**config.mk**
```make
export PLATFORM = sky130hd
export DESIGN_NAME = trap_ctrl_flat
export DESIGN_NICKNAME = d
export VERILOG_FILES = /design/src/rtl/trap_ctrl_pkg.sv /design/src/rtl/trap_ctrl_if.sv /design/src/rtl/trap_cause_enc.sv /design/src/rtl/trap_ctrl.sv /design/src/flat_wrapper.sv
export SDC_FILE = /design/constraint.sdc
export NUM_CORES = 1
export LEC_CHECK = 0
export CELL_PAD_IN_SITES_DETAIL_PLACEMENT = 1
export CELL_PAD_IN_SITES_GLOBAL_PLACEMENT = 1
export CORE_MARGIN = 2
export CORE_UTILIZATION = 30
export DETAILED_ROUTE_END_ITERATION = 16
export DONT_BUFFER_PORTS = 1
export GPL_ROUTABILITY_DRIVEN = 0
export PLACE_DENSITY_LB_ADDON = 0.1
export SLEW_MARGIN = 0
export SYNTH_ARGS = -nofsm -noshare
export SYNTH_HDL_FRONTEND = slang
export SYNTH_HIERARCHICAL = 1
export SYNTH_SLANG_ARGS = --single-unit
```
**constraint.sdc**
```tcl
create_clock -name clk -period 6 [get_ports clk]
set_input_delay 1.2 -clock clk [delete_from_list [all_inputs] [get_ports clk]]
set_output_delay 1.2 -clock clk [all_outputs]
set_load 0.02 [all_outputs]
```
**src/rtl/trap_ctrl_pkg.sv**
```systemverilog
// trap_ctrl shared types: sequencer states, commit kind, cause codes.
// Imported by the trap sequencer and its cause encoder.
package trap_ctrl_pkg;

  typedef enum logic [1:0] {
    S_IDLE     = 2'd0,
    S_DRAIN    = 2'd1,
    S_COMMIT   = 2'd2,
    S_REDIRECT = 2'd3
  } state_e;

  typedef enum logic {
    K_TRAP = 1'b0,
    K_RET  = 1'b1
  } kind_e;

  localparam int unsigned CAUSE_ECALL_M  = 11;
  localparam int unsigned CAUSE_EBREAK   = 3;
  localparam int unsigned CAUSE_MTI_CODE = 7;

  // mcause for the machine timer interrupt: interrupt flag in the MSB
  function automatic logic [63:0] cause_mti(input int unsigned w);
    logic [63:0] c;
    c = 64'(CAUSE_MTI_CODE);
    c[w-1] = 1'b1;
    return c;
  endfunction

endpackage

```
**src/rtl/trap_ctrl_if.sv**
```systemverilog
// Writeback/CSR/fetch-side bundle around the trap sequencer.
// master = pipeline side, slave = trap_ctrl.
interface trap_ctrl_if #(
  parameter int ADDR_W = 64,
  parameter int DATA_W = 64
);
  logic              wb_valid;
  logic [ADDR_W-1:0] wb_pc;
  logic              wb_ecall;
  logic              wb_ebreak;
  logic              wb_mret;
  logic              clint_mtip;
  logic              mstatus_mie;
  logic              mie_mtie;
  logic [DATA_W-1:0] mtvec;
  logic [DATA_W-1:0] mepc;
  logic              mem_busy;

  logic              stall;
  logic              flush;
  logic              trap_en;
  logic              ret_en;
  logic [DATA_W-1:0] trap_cause;
  logic [ADDR_W-1:0] trap_epc;
  logic              redirect_valid;
  logic [ADDR_W-1:0] redirect_pc;

  modport master (
    output wb_valid, wb_pc, wb_ecall, wb_ebreak, wb_mret,
    output clint_mtip, mstatus_mie, mie_mtie,
    output mtvec, mepc, mem_busy,
    input  stall, flush, trap_en, ret_en,
    input  trap_cause, trap_epc,
    input  redirect_valid, redirect_pc
  );

  modport slave (
    input  wb_valid, wb_pc, wb_ecall, wb_ebreak, wb_mret,
    input  clint_mtip, mstatus_mie, mie_mtie,
    input  mtvec, mepc, mem_busy,
    output stall, flush, trap_en, ret_en,
    output trap_cause, trap_epc,
    output redirect_valid, redirect_pc
  );
endinterface

```
**src/rtl/trap_cause_enc.sv**
```systemverilog
// Combinational priority encoder for retiring trap/return events.
// ecall > ebreak > mret > timer interrupt.
module trap_cause_enc
  import trap_ctrl_pkg::*;
#(
  parameter int ADDR_W = 64,
  parameter int DATA_W = 64
) (
  input  logic              wb_valid,
  input  logic              wb_ecall,
  input  logic              wb_ebreak,
  input  logic              wb_mret,
  input  logic              irq,
  input  logic [ADDR_W-1:0] wb_pc,
  output logic              accept,
  output kind_e             kind,
  output logic [DATA_W-1:0] cause,
  output logic [ADDR_W-1:0] epc
);

  localparam logic [63:0] MTI = cause_mti(DATA_W);

  always_comb begin
    accept = 1'b0;
    kind   = K_TRAP;
    cause  = '0;
    epc    = '0;
    if (wb_valid) begin
      priority case (1'b1)
        wb_ecall: begin
          accept = 1'b1;
          cause  = DATA_W'(CAUSE_ECALL_M);
          epc    = wb_pc;
        end
        wb_ebreak: begin
          accept = 1'b1;
          cause  = DATA_W'(CAUSE_EBREAK);
          epc    = wb_pc;
        end
        wb_mret: begin
          accept = 1'b1;
          kind   = K_RET;
        end
        // interrupt resumes after the retiring instruction
        irq: begin
          accept = 1'b1;
          cause  = MTI[DATA_W-1:0];
          epc    = wb_pc + ADDR_W'(4);
        end
        default: ;
      endcase
    end
  end

endmodule

```
**src/rtl/trap_ctrl.sv**
```systemverilog
// Trap entry / mret sequencer: stall, drain AXI data traffic,
// one-cycle CSR commit strobe, then one-cycle fetch redirect.
module trap_ctrl
  import trap_ctrl_pkg::*;
#(
  parameter int ADDR_W = 64,
  parameter int DATA_W = 64
) (
  input  logic        clk,
  input  logic        rst,
  trap_ctrl_if.slave  bus
);

  state_e            state_q;
  state_e            state_d;
  kind_e             kind_q;
  logic [DATA_W-1:0] cause_q;
  logic [ADDR_W-1:0] epc_q;

  logic              irq;
  logic              acc;
  kind_e             acc_kind;
  logic [DATA_W-1:0] acc_cause;
  logic [ADDR_W-1:0] acc_epc;
  logic              take;

  assign irq  = bus.clint_mtip & bus.mstatus_mie
              & bus.mie_mtie;
  assign take = (state_q == S_IDLE) & acc;

  trap_cause_enc #(
    .ADDR_W (ADDR_W),
    .DATA_W (DATA_W)
  ) u_enc (
    .wb_valid  (bus.wb_valid),
    .wb_ecall  (bus.wb_ecall),
    .wb_ebreak (bus.wb_ebreak),
    .wb_mret   (bus.wb_mret),
    .irq       (irq),
    .wb_pc     (bus.wb_pc),
    .accept    (acc),
    .kind      (acc_kind),
    .cause     (acc_cause),
    .epc       (acc_epc)
  );

  always_ff @(posedge clk or posedge rst) begin
    if (rst) begin
      state_q <= S_IDLE;
    end else begin
      state_q <= state_d;
    end
  end

  always_ff @(posedge clk or posedge rst) begin
    if (rst) begin
      kind_q  <= K_TRAP;
      cause_q <= '0;
      epc_q   <= '0;
    end else if (take) begin
      kind_q  <= acc_kind;
      cause_q <= acc_cause;
      epc_q   <= acc_epc;
    end
  end

  always_comb begin
    state_d = state_q;
    unique case (state_q)
      S_IDLE: begin
        if (acc) begin
          state_d = bus.mem_busy ? S_DRAIN
                                 : S_COMMIT;
        end
      end
      S_DRAIN: begin
        if (!bus.mem_busy) state_d = S_COMMIT;
      end
      S_COMMIT:   state_d = S_REDIRECT;
      S_REDIRECT: state_d = S_IDLE;
      default:    state_d = S_IDLE;
    endcase
  end

  // strobes decode the state register only
  always_comb begin
    bus.stall          = 1'b0;
    bus.flush          = 1'b0;
    bus.trap_en        = 1'b0;
    bus.ret_en         = 1'b0;
    bus.trap_cause     = '0;
    bus.trap_epc       = '0;
    bus.redirect_valid = 1'b0;
    bus.redirect_pc    = '0;
    unique case (state_q)
      S_IDLE: ;
      S_DRAIN: begin
        bus.stall = 1'b1;
      end
      S_COMMIT: begin
        bus.stall      = 1'b1;
        bus.flush      = 1'b1;
        bus.trap_en    = (kind_q == K_TRAP);
        bus.ret_en     = (kind_q == K_RET);
        bus.trap_cause = cause_q;
        bus.trap_epc   = epc_q;
      end
      S_REDIRECT: begin
        bus.stall          = 1'b1;
        bus.redirect_valid = 1'b1;
        // CSRs written at the end of COMMIT are visible here
        if (kind_q == K_RET) begin
          bus.redirect_pc = ADDR_W'(bus.mepc);
        end else begin
          bus.redirect_pc =
            ADDR_W'(bus.mtvec & ~DATA_W'(3));
        end
      end
      default: ;
    endcase
  end

endmodule

```
**src/flat_wrapper.sv**
```systemverilog
// flat-port wrapper written by rule: the top's interface ports become plain ports
module trap_ctrl_flat import trap_ctrl_pkg::*;
#(
  parameter int ADDR_W = 64,
  parameter int DATA_W = 64
)
  (clk, rst, bus_wb_valid, bus_wb_pc, bus_wb_ecall, bus_wb_ebreak, bus_wb_mret, bus_clint_mtip, bus_mstatus_mie, bus_mie_mtie, bus_mtvec, bus_mepc, bus_mem_busy, bus_stall, bus_flush, bus_trap_en, bus_ret_en, bus_trap_cause, bus_trap_epc, bus_redirect_valid, bus_redirect_pc);
  trap_ctrl_if #(.ADDR_W(ADDR_W), .DATA_W(DATA_W)) bus_i ();
  input  logic clk;
  input  logic rst;
  input wire logic [$bits(bus_i.wb_valid)-1:0] bus_wb_valid;
  input wire logic [$bits(bus_i.wb_pc)-1:0] bus_wb_pc;
  input wire logic [$bits(bus_i.wb_ecall)-1:0] bus_wb_ecall;
  input wire logic [$bits(bus_i.wb_ebreak)-1:0] bus_wb_ebreak;
  input wire logic [$bits(bus_i.wb_mret)-1:0] bus_wb_mret;
  input wire logic [$bits(bus_i.clint_mtip)-1:0] bus_clint_mtip;
  input wire logic [$bits(bus_i.mstatus_mie)-1:0] bus_mstatus_mie;
  input wire logic [$bits(bus_i.mie_mtie)-1:0] bus_mie_mtie;
  input wire logic [$bits(bus_i.mtvec)-1:0] bus_mtvec;
  input wire logic [$bits(bus_i.mepc)-1:0] bus_mepc;
  input wire logic [$bits(bus_i.mem_busy)-1:0] bus_mem_busy;
  output wire logic [$bits(bus_i.stall)-1:0] bus_stall;
  output wire logic [$bits(bus_i.flush)-1:0] bus_flush;
  output wire logic [$bits(bus_i.trap_en)-1:0] bus_trap_en;
  output wire logic [$bits(bus_i.ret_en)-1:0] bus_ret_en;
  output wire logic [$bits(bus_i.trap_cause)-1:0] bus_trap_cause;
  output wire logic [$bits(bus_i.trap_epc)-1:0] bus_trap_epc;
  output wire logic [$bits(bus_i.redirect_valid)-1:0] bus_redirect_valid;
  output wire logic [$bits(bus_i.redirect_pc)-1:0] bus_redirect_pc;
  assign bus_i.wb_valid = bus_wb_valid;
  assign bus_i.wb_pc = bus_wb_pc;
  assign bus_i.wb_ecall = bus_wb_ecall;
  assign bus_i.wb_ebreak = bus_wb_ebreak;
  assign bus_i.wb_mret = bus_wb_mret;
  assign bus_i.clint_mtip = bus_clint_mtip;
  assign bus_i.mstatus_mie = bus_mstatus_mie;
  assign bus_i.mie_mtie = bus_mie_mtie;
  assign bus_i.mtvec = bus_mtvec;
  assign bus_i.mepc = bus_mepc;
  assign bus_i.mem_busy = bus_mem_busy;
  assign bus_stall = bus_i.stall;
  assign bus_flush = bus_i.flush;
  assign bus_trap_en = bus_i.trap_en;
  assign bus_ret_en = bus_i.ret_en;
  assign bus_trap_cause = bus_i.trap_cause;
  assign bus_trap_epc = bus_i.trap_epc;
  assign bus_redirect_valid = bus_i.redirect_valid;
  assign bus_redirect_pc = bus_i.redirect_pc;
  trap_ctrl #(.ADDR_W(ADDR_W), .DATA_W(DATA_W)) u_core (.clk(clk), .rst(rst), .bus(bus_i));
endmodule
```
==> flow_metrics.py, run 1 <==
metrics = {
    "sta": {
        "period_share_pct": 64.7,
        "timing.slew.headroom_pct": 33.6,
        "tns_ns": 0,
        "tightest_slew_ns": 0.996,
        "finalClockSkew_ns": 0.0118,
        "fmax_mhz": 258,
        "hold_violations": 0,
        "rsz0062_at_grt": "false",
        "slew_violations": 0,
        "min_period_ns": 3.88,
        "setup_viol": 0,
    },
    "worst_hold_path": {
        "hold_depth": 1,
        "hp-start": "u_core/epc_q[43]$_DFFE_PP0P_",
        "hold_class": "flip-flop to flip-flop",
    },
    "clock_network": {
        "post-cts-setup-buffers": 0,
        "cts_buffers": 17,
        "root_buffer": "clkbuf_16",
        "cts_resized": 0,
        "clock_tree.buffer_depth": 2,
        "cts.sinks": 131,
        "htree_levels": 4,
        "clock_latency_ns": 0.44,
        "path_clk_slew_ns": 0.07,
        "cts_hold_buf": 0,
        "cts_tree": "yes",
    },
    "yosys": {
        "synth_seq_cells": 131,
        "synth_top_area_share_pct": 32.1,
        "seq_area_frac_synth_pct": 32.1,
        "avgSynthCellArea_sq_um": 9.92,
        "syn_inst": 1031,
        "netlist_area_sq_mm": 0.0102,
        "yosysWarnings": 6,
        "dominantRegCellSynth": "dfrtp_1",
        "synth_cell_types": 63,
        "synth_area_leaders": "dfrtp_1, mux2_4, and2_1",
        "yosysTopAreaCell": "dfrtp_1",
        "synthArstFlopShare_pct": 100,
        "synth-edff-count": 0,
    },
    "floorplanning": {
        "fp.dieArea_sq_mm": 0.0356,
        "die_w_um": 189,
        "rows": 67,
        "start_util_pct": 30.5,
        "coreArea_sq_mm": 0.0335,
        "num_io_pins": 399,
        "fp.dieH_um": 189,
    },
    "grt": {
        "track_usage_pct": 20.2,
        "grt_pass1_vias": 7562,
        "grt_max_degree": 96,
        "grt_pass1_wl_um": 53100,
        "overflow": 0,
        "antenna_found_initial": 1,
    },
    "cells_and_area": {
        "fin_area_sq_mm": 0.0108,
        "syn2layout_area_growth_pct": 5.97,
        "final_common_cell": "and2_1",
        "n_fill_cell": 3809,
        "drive_gt1_share_pct": 18.8,
        "seqCellArea_sq_mm": 0.00328,
        "fin_nets": 1205,
        "multiInputGateArea_sq_mm": 0.00619,
        "final_cell_mix": "and2_1, dfrtp_1, mux2_4, mux2i_1, nor2b_1",
    },
    "critical_path": {
        "r2r_slack_ns": 3.52,
        "r2r-start": "u_core/state_q[0]$_DFFE_PP0P_",
        "startpoint_type": "flip-flop",
        "critPathCaptureType": "primary output",
        "r2r_cells": 5,
        "cp_max_fo": 46,
        "worst-setup-path-type": "flip-flop to primary output",
        "startpoint": "u_core/kind_q$_DFFE_PP0P_",
        "critPathArrivalTime_ns": 2.68,
        "required_ns": 4.80,
    },
    "flow_run": {
        "maxCapViolCount": 0,
    },
    "route": {
        "wl_um": 36700,
        "wl_per_cell_um": 25.2,
        "ant_nets": 0,
        "vias": 7382,
        "drt-initial-drc-count": 352,
        "drc": 0,
        "viasPerCell": 5.07,
        "firstDrtPassIters": 4,
    },
    "placement": {
        "post-dp-hpwl_um": 27700,
        "numPortBuffers": 0,
        "place_area_sq_mm": 0.0102,
    },
    "power": {
        "ir_worst_vdd_uv": 181,
        "p_per_area_mw_per_mm2": 450,
        "leakage_nw": 4.67,
    },
    "outcome": {
        "status": "finished, final reports clean",
    },
}
==> layout make-up <==
class,instances,share of cell area (%)
antenna,1,0.0231
clock inverter,11,1.40
inverter,23,0.843
timing repair buffer,11,0.877
clock buffer,21,4.25
tap,448,5.17
multi-input combinational,811,57.2
sequential,131,30.3
==> worst paths after layout <==
kind                                             endpoint
setup / recovery                      bus_redirect_pc[34]
max in group asynchronous    u_core/epc_q[22]$_DFFE_PP0P_
setup reg to reg           u_core/cause_q[34]$_DFFE_PP0P_
hold reg to reg              u_core/epc_q[43]$_DFFE_PP0P_
min in group asynchronous  u_core/cause_q[32]$_DFFE_PP0P_
hold / removal               u_core/epc_q[43]$_DFFE_PP0P_
==> layer usage <==
metal  track usage, %  wire length, um  vias to the layer above
met3             5.89             2270                       20
met5                0                0                        -
met1             20.8            13400                     3703
li1                 -                -                     3441
met2             39.7            20500                      218
met4             4.93              482                        0
==> cells by family (layout without fill, tap and decap cells) <==
family / Yosys count / count (layout) / share of synthesized area, %
simple gates: 438 / 438 / 24.8
mux: 198 / 198 / 24.7
buf+inv: 147 / 66 / 10.1
flops: 131 / 131 / 32.1
compound gates: 93 / 93 / 6.08
xor+xnor: 15 / 15 / 1.28
fa+ha+maj: 8 / 8 / 0.979
other cells: 1 / 60 / 0.0367
==> synth_stat cells, drive strengths merged, types with 12 or more instances <==
| cell | n |
|---|---|
| o21ai | 22 |
| clkbuf | 38 |
| nand4 | 33 |
| o211ai | 16 |
| nand3 | 35 |
| nor3 | 17 |
| nor2b | 68 |
| nor2 | 38 |
| nor4 | 15 |
| dfrtp | 131 |
| and2 | 133 |
| inv | 23 |
| buf | 85 |
| nand2 | 47 |
| mux2i | 68 |
| a31oi | 13 |
| a21oi | 12 |
| mux2 | 130 |
==> worst max-delay path, stage by stage, from the launching register on <==
cell	delay [ns]
dfrtp_4	0.65
buf_4	0.64
mux2i_1	0.28
nor2b_1	0.60
==> registers in the layout (all words and copies together) (netlist names) <==
signal          flops
u_core/cause_q     64
u_core/epc_q       64
u_core/kind_q       1
u_core/state_q      2
==> stage by stage <==
step	instances	total power, W	setup WS (ns)	hold WS (ns)	util (%)
after CTS	1456	0.00498	2.04	0.501	32.3
after global placement	1424	0.00380	2.17	0.485	30.5
after detailed placement	1424	0.00383	2.07	0.486	30.5
after global routing	1457	0.00516	1.94	0.514	32.3
after floorplan	1089	0.00348	1.30	0.470	-
final	1457	0.00488	2.12	0.496	32.3
==> power breakdown <==
part           leakage (nW)  total, W  internal (W)  switching (W)
clock                 0.286   0.00111      0.000678       0.000436
combinational          2.75   0.00223      0.000952        0.00128
sequential             1.64   0.00153       0.00131       0.000227
(Power assumes the default switching activity.)
==> run 2, diff against run 1 <==
==> constraint.sdc (replaced) <==
create_clock -name clk -period 3.2 [get_ports clk]
set_input_delay 0.64 -clock clk [delete_from_list [all_inputs] [get_ports clk]]
set_output_delay 0.64 -clock clk [all_outputs]
set_load 0.02 [all_outputs]
==> run 2 against run 1 <==
Effect of this change: core utilization up 1.1 points; first-iteration DRC count down 26%; wire length up 1.6%; clock power up 81%; critical path type unchanged; critical endpoint is now bus_redirect_pc[60]; largest power group unchanged.
==> flow_metrics.py, run 2 (synthesis results as in run 1) <==
metrics = {
    "outcome": {
        "status": "finished, final reports clean",
    },
    "sta": {
        "fmax_mhz": 336,
        "tns_ns": 0,
        "tightest_slew_ns": 0.850,
        "slew_violations": 0,
        "rsz0062_at_grt": "false",
        "timing.slew.headroom_pct": 43.2,
        "setup_ws_ns": 0.222,
        "finalClockSkew_ns": 0.00920,
        "min_period_ns": 2.98,
        "period_share_pct": 93.1,
        "setup_viol": 0,
        "hold_violations": 0,
        "hold_slack_ns": 0.232,
    },
    "grt": {
        "track_usage_pct": 20.6,
        "overflow": 0,
        "grt_max_degree": 68,
        "grt_pass1_vias": 8022,
        "grt_pass1_wl_um": 54200,
        "antenna_found_initial": 3,
    },
    "placement": {
        "post-dp-hpwl_um": 29400,
        "pre_cts_slack_ns": 0.167,
        "numPortBuffers": 0,
    },
    "clock_network": {
        "cts_tree": "yes",
        "cts_resized": 0,
        "root_buffer": "clkbuf_16",
        "clock_latency_ns": 0.44,
        "path_clk_slew_ns": 0.07,
        "cts_hold_buf": 0,
        "cts.sinks": 131,
        "clock_tree.buffer_depth": 2,
        "post-cts-setup-buffers": 0,
        "cts_buffers": 17,
        "htree_levels": 4,
    },
    "power": {
        "pwr-share-comb_pct": 47.1,
        "leakage_nw": 4.89,
        "p_per_area_mw_per_mm2": 822,
        "power_frac_seq_pct": 31.1,
        "finalPower_w": 0.00921,
        "ir_worst_vdd_uv": 283,
        "p_sw_share_pct": 40.8,
        "p_sw_w": 0.00376,
        "clockPowerShare_pct": 21.8,
        "p_int_w": 0.00545,
    },
    "cells_and_area": {
        "fin_nets": 1247,
        "drive_gt1_share_pct": 22.3,
        "reg.largest.list": "u_core/cause_q x64, u_core/epc_q x64, u_core/state_q x2",
        "utilization_pct": 33.4,
        "syn2layout_area_growth_pct": 9.57,
        "final_common_cell": "and2_1",
        "n_fill_cell": 3794,
        "final_cell_mix": "and2_1, dfrtp_1, mux2_4, mux2i_1, nor2b_1",
    },
    "floorplanning": {
        "fp.dieH_um": 189,
        "coreArea_sq_mm": 0.0335,
        "rows": 67,
        "die_w_um": 189,
        "start_util_pct": 30.5,
        "fp.dieArea_sq_mm": 0.0356,
        "num_io_pins": 399,
    },
    "critical_path": {
        "cp_max_fo": 52,
        "critPathArrivalTime_ns": 2.34,
        "worst-setup-path-type": "flip-flop to primary output",
        "required_ns": 2.56,
        "critPathCaptureType": "primary output",
        "startpoint_type": "flip-flop",
    },
    "route": {
        "drc": 0,
        "firstDrtPassIters": 5,
        "ant_nets": 0,
        "drt-initial-drc-count": 259,
        "viasPerCell": 5.04,
        "vias": 7569,
        "wl_um": 37300,
        "wl_per_cell_um": 24.8,
    },
    "flow_run": {
        "maxCapViolCount": 0,
    },
    "worst_hold_path": {
        "hold_class": "input pin to async pin",
    },
}
-- run 2: changes by cell type in the layout (fill, tap and decap cells not counted), moves of 2 or more --
| cell | delta |
|---|---|
| buf_12 | +6 |
| clkbuf_1 | -2 |
| bufinv_16 | -2 |
| inv_8 | +3 |
| buf_4 | +36 |
| clkinv_4 | +2 |
| diode_2 | +2 |
-- run 2: power by group through the flow --
stage	registers, W	logic, W	clock network, W
after floorplan	0.00272	0.00380	0
after global placement	0.00286	0.00440	0
after detailed placement	0.00289	0.00444	0
after CTS	0.00287	0.00446	0.00207
after global routing	0.00297	0.00463	0.00214
final	0.00286	0.00434	0.00201
-- run 2: stage by stage --
stage,instances,instance area (sq um)
finish,1501,11200
global route,1501,11200
CTS,1498,11200
detailed placement,1466,10600
global placement,1466,10600
floorplan,1089,10400
-- run 2: layout make-up --
| cell class | count | area, sq um | share of cell area, % |
|---|---|---|---|
| timing repair buffer | 53 | 485 | 4.33 |
| tap | 448 | 561 | 5.00 |
| inverter | 23 | 90.1 | 0.804 |
| clock inverter | 14 | 146 | 1.31 |
| multi-input combinational | 811 | 6190 | 55.3 |
| clock buffer | 18 | 439 | 3.92 |
| sequential | 131 | 3280 | 29.3 |
| antenna | 3 | 7.51 | 0.0670 |
-- run 2: path summary, 6_finish.rpt --
check	startpoint	to	slack, ns	cells past startpoint
max in group asynchronous	rst	u_core/kind_q$_DFFE_PP0P_	2.22	2
min in group clk	bus_mem_busy	u_core/state_q[0]$_DFFE_PP0P_	0.43	2
worst min register to register	u_core/epc_q[27]$_DFFE_PP0P_	u_core/epc_q[27]$_DFFE_PP0P_	0.50	1
worst max register to register	u_core/state_q[0]$_DFFE_PP0P_	u_core/cause_q[20]$_DFFE_PP0P_	1.20	5
worst min-delay path	rst	u_core/cause_q[49]$_DFFE_PP0P_	0.23	1
worst max-delay path	u_core/state_q[1]$_DFFE_PP0P_	bus_redirect_pc[60]	0.22	2
-- run 2: critical path: stages (launching register included) --
cell and delay, ns:
dfrtp_1 0.46, ha_2 0.74, nor2b_1 0.69
-- run 2: layer usage --
layer | vias to the layer above | GRT usage, % | wire length (um)
li1 | 3523 | - | -
met2 | 250 | 40.0 | 20500
met1 | 3755 | 20.9 | 13400
met4 | 0 | 8.35 | 1180
met5 | - | 0 | 0
met3 | 41 | 5.07 | 2180
==> run 3, diff against run 2 <==
--- a/config.mk
+++ b/config.mk
@@ -13,6 +13,7 @@
 export DONT_BUFFER_PORTS = 1
 export GPL_ROUTABILITY_DRIVEN = 0
 export PLACE_DENSITY_LB_ADDON = 0.1
+export SKIP_CTS_REPAIR_TIMING = 1
 export SLEW_MARGIN = 0
 export SYNTH_ARGS = -nofsm -noshare
 export SYNTH_HDL_FRONTEND = slang
==> results of run 3 <==
Same layout as run 2: the final DEF is identical, and so are final timing and power.
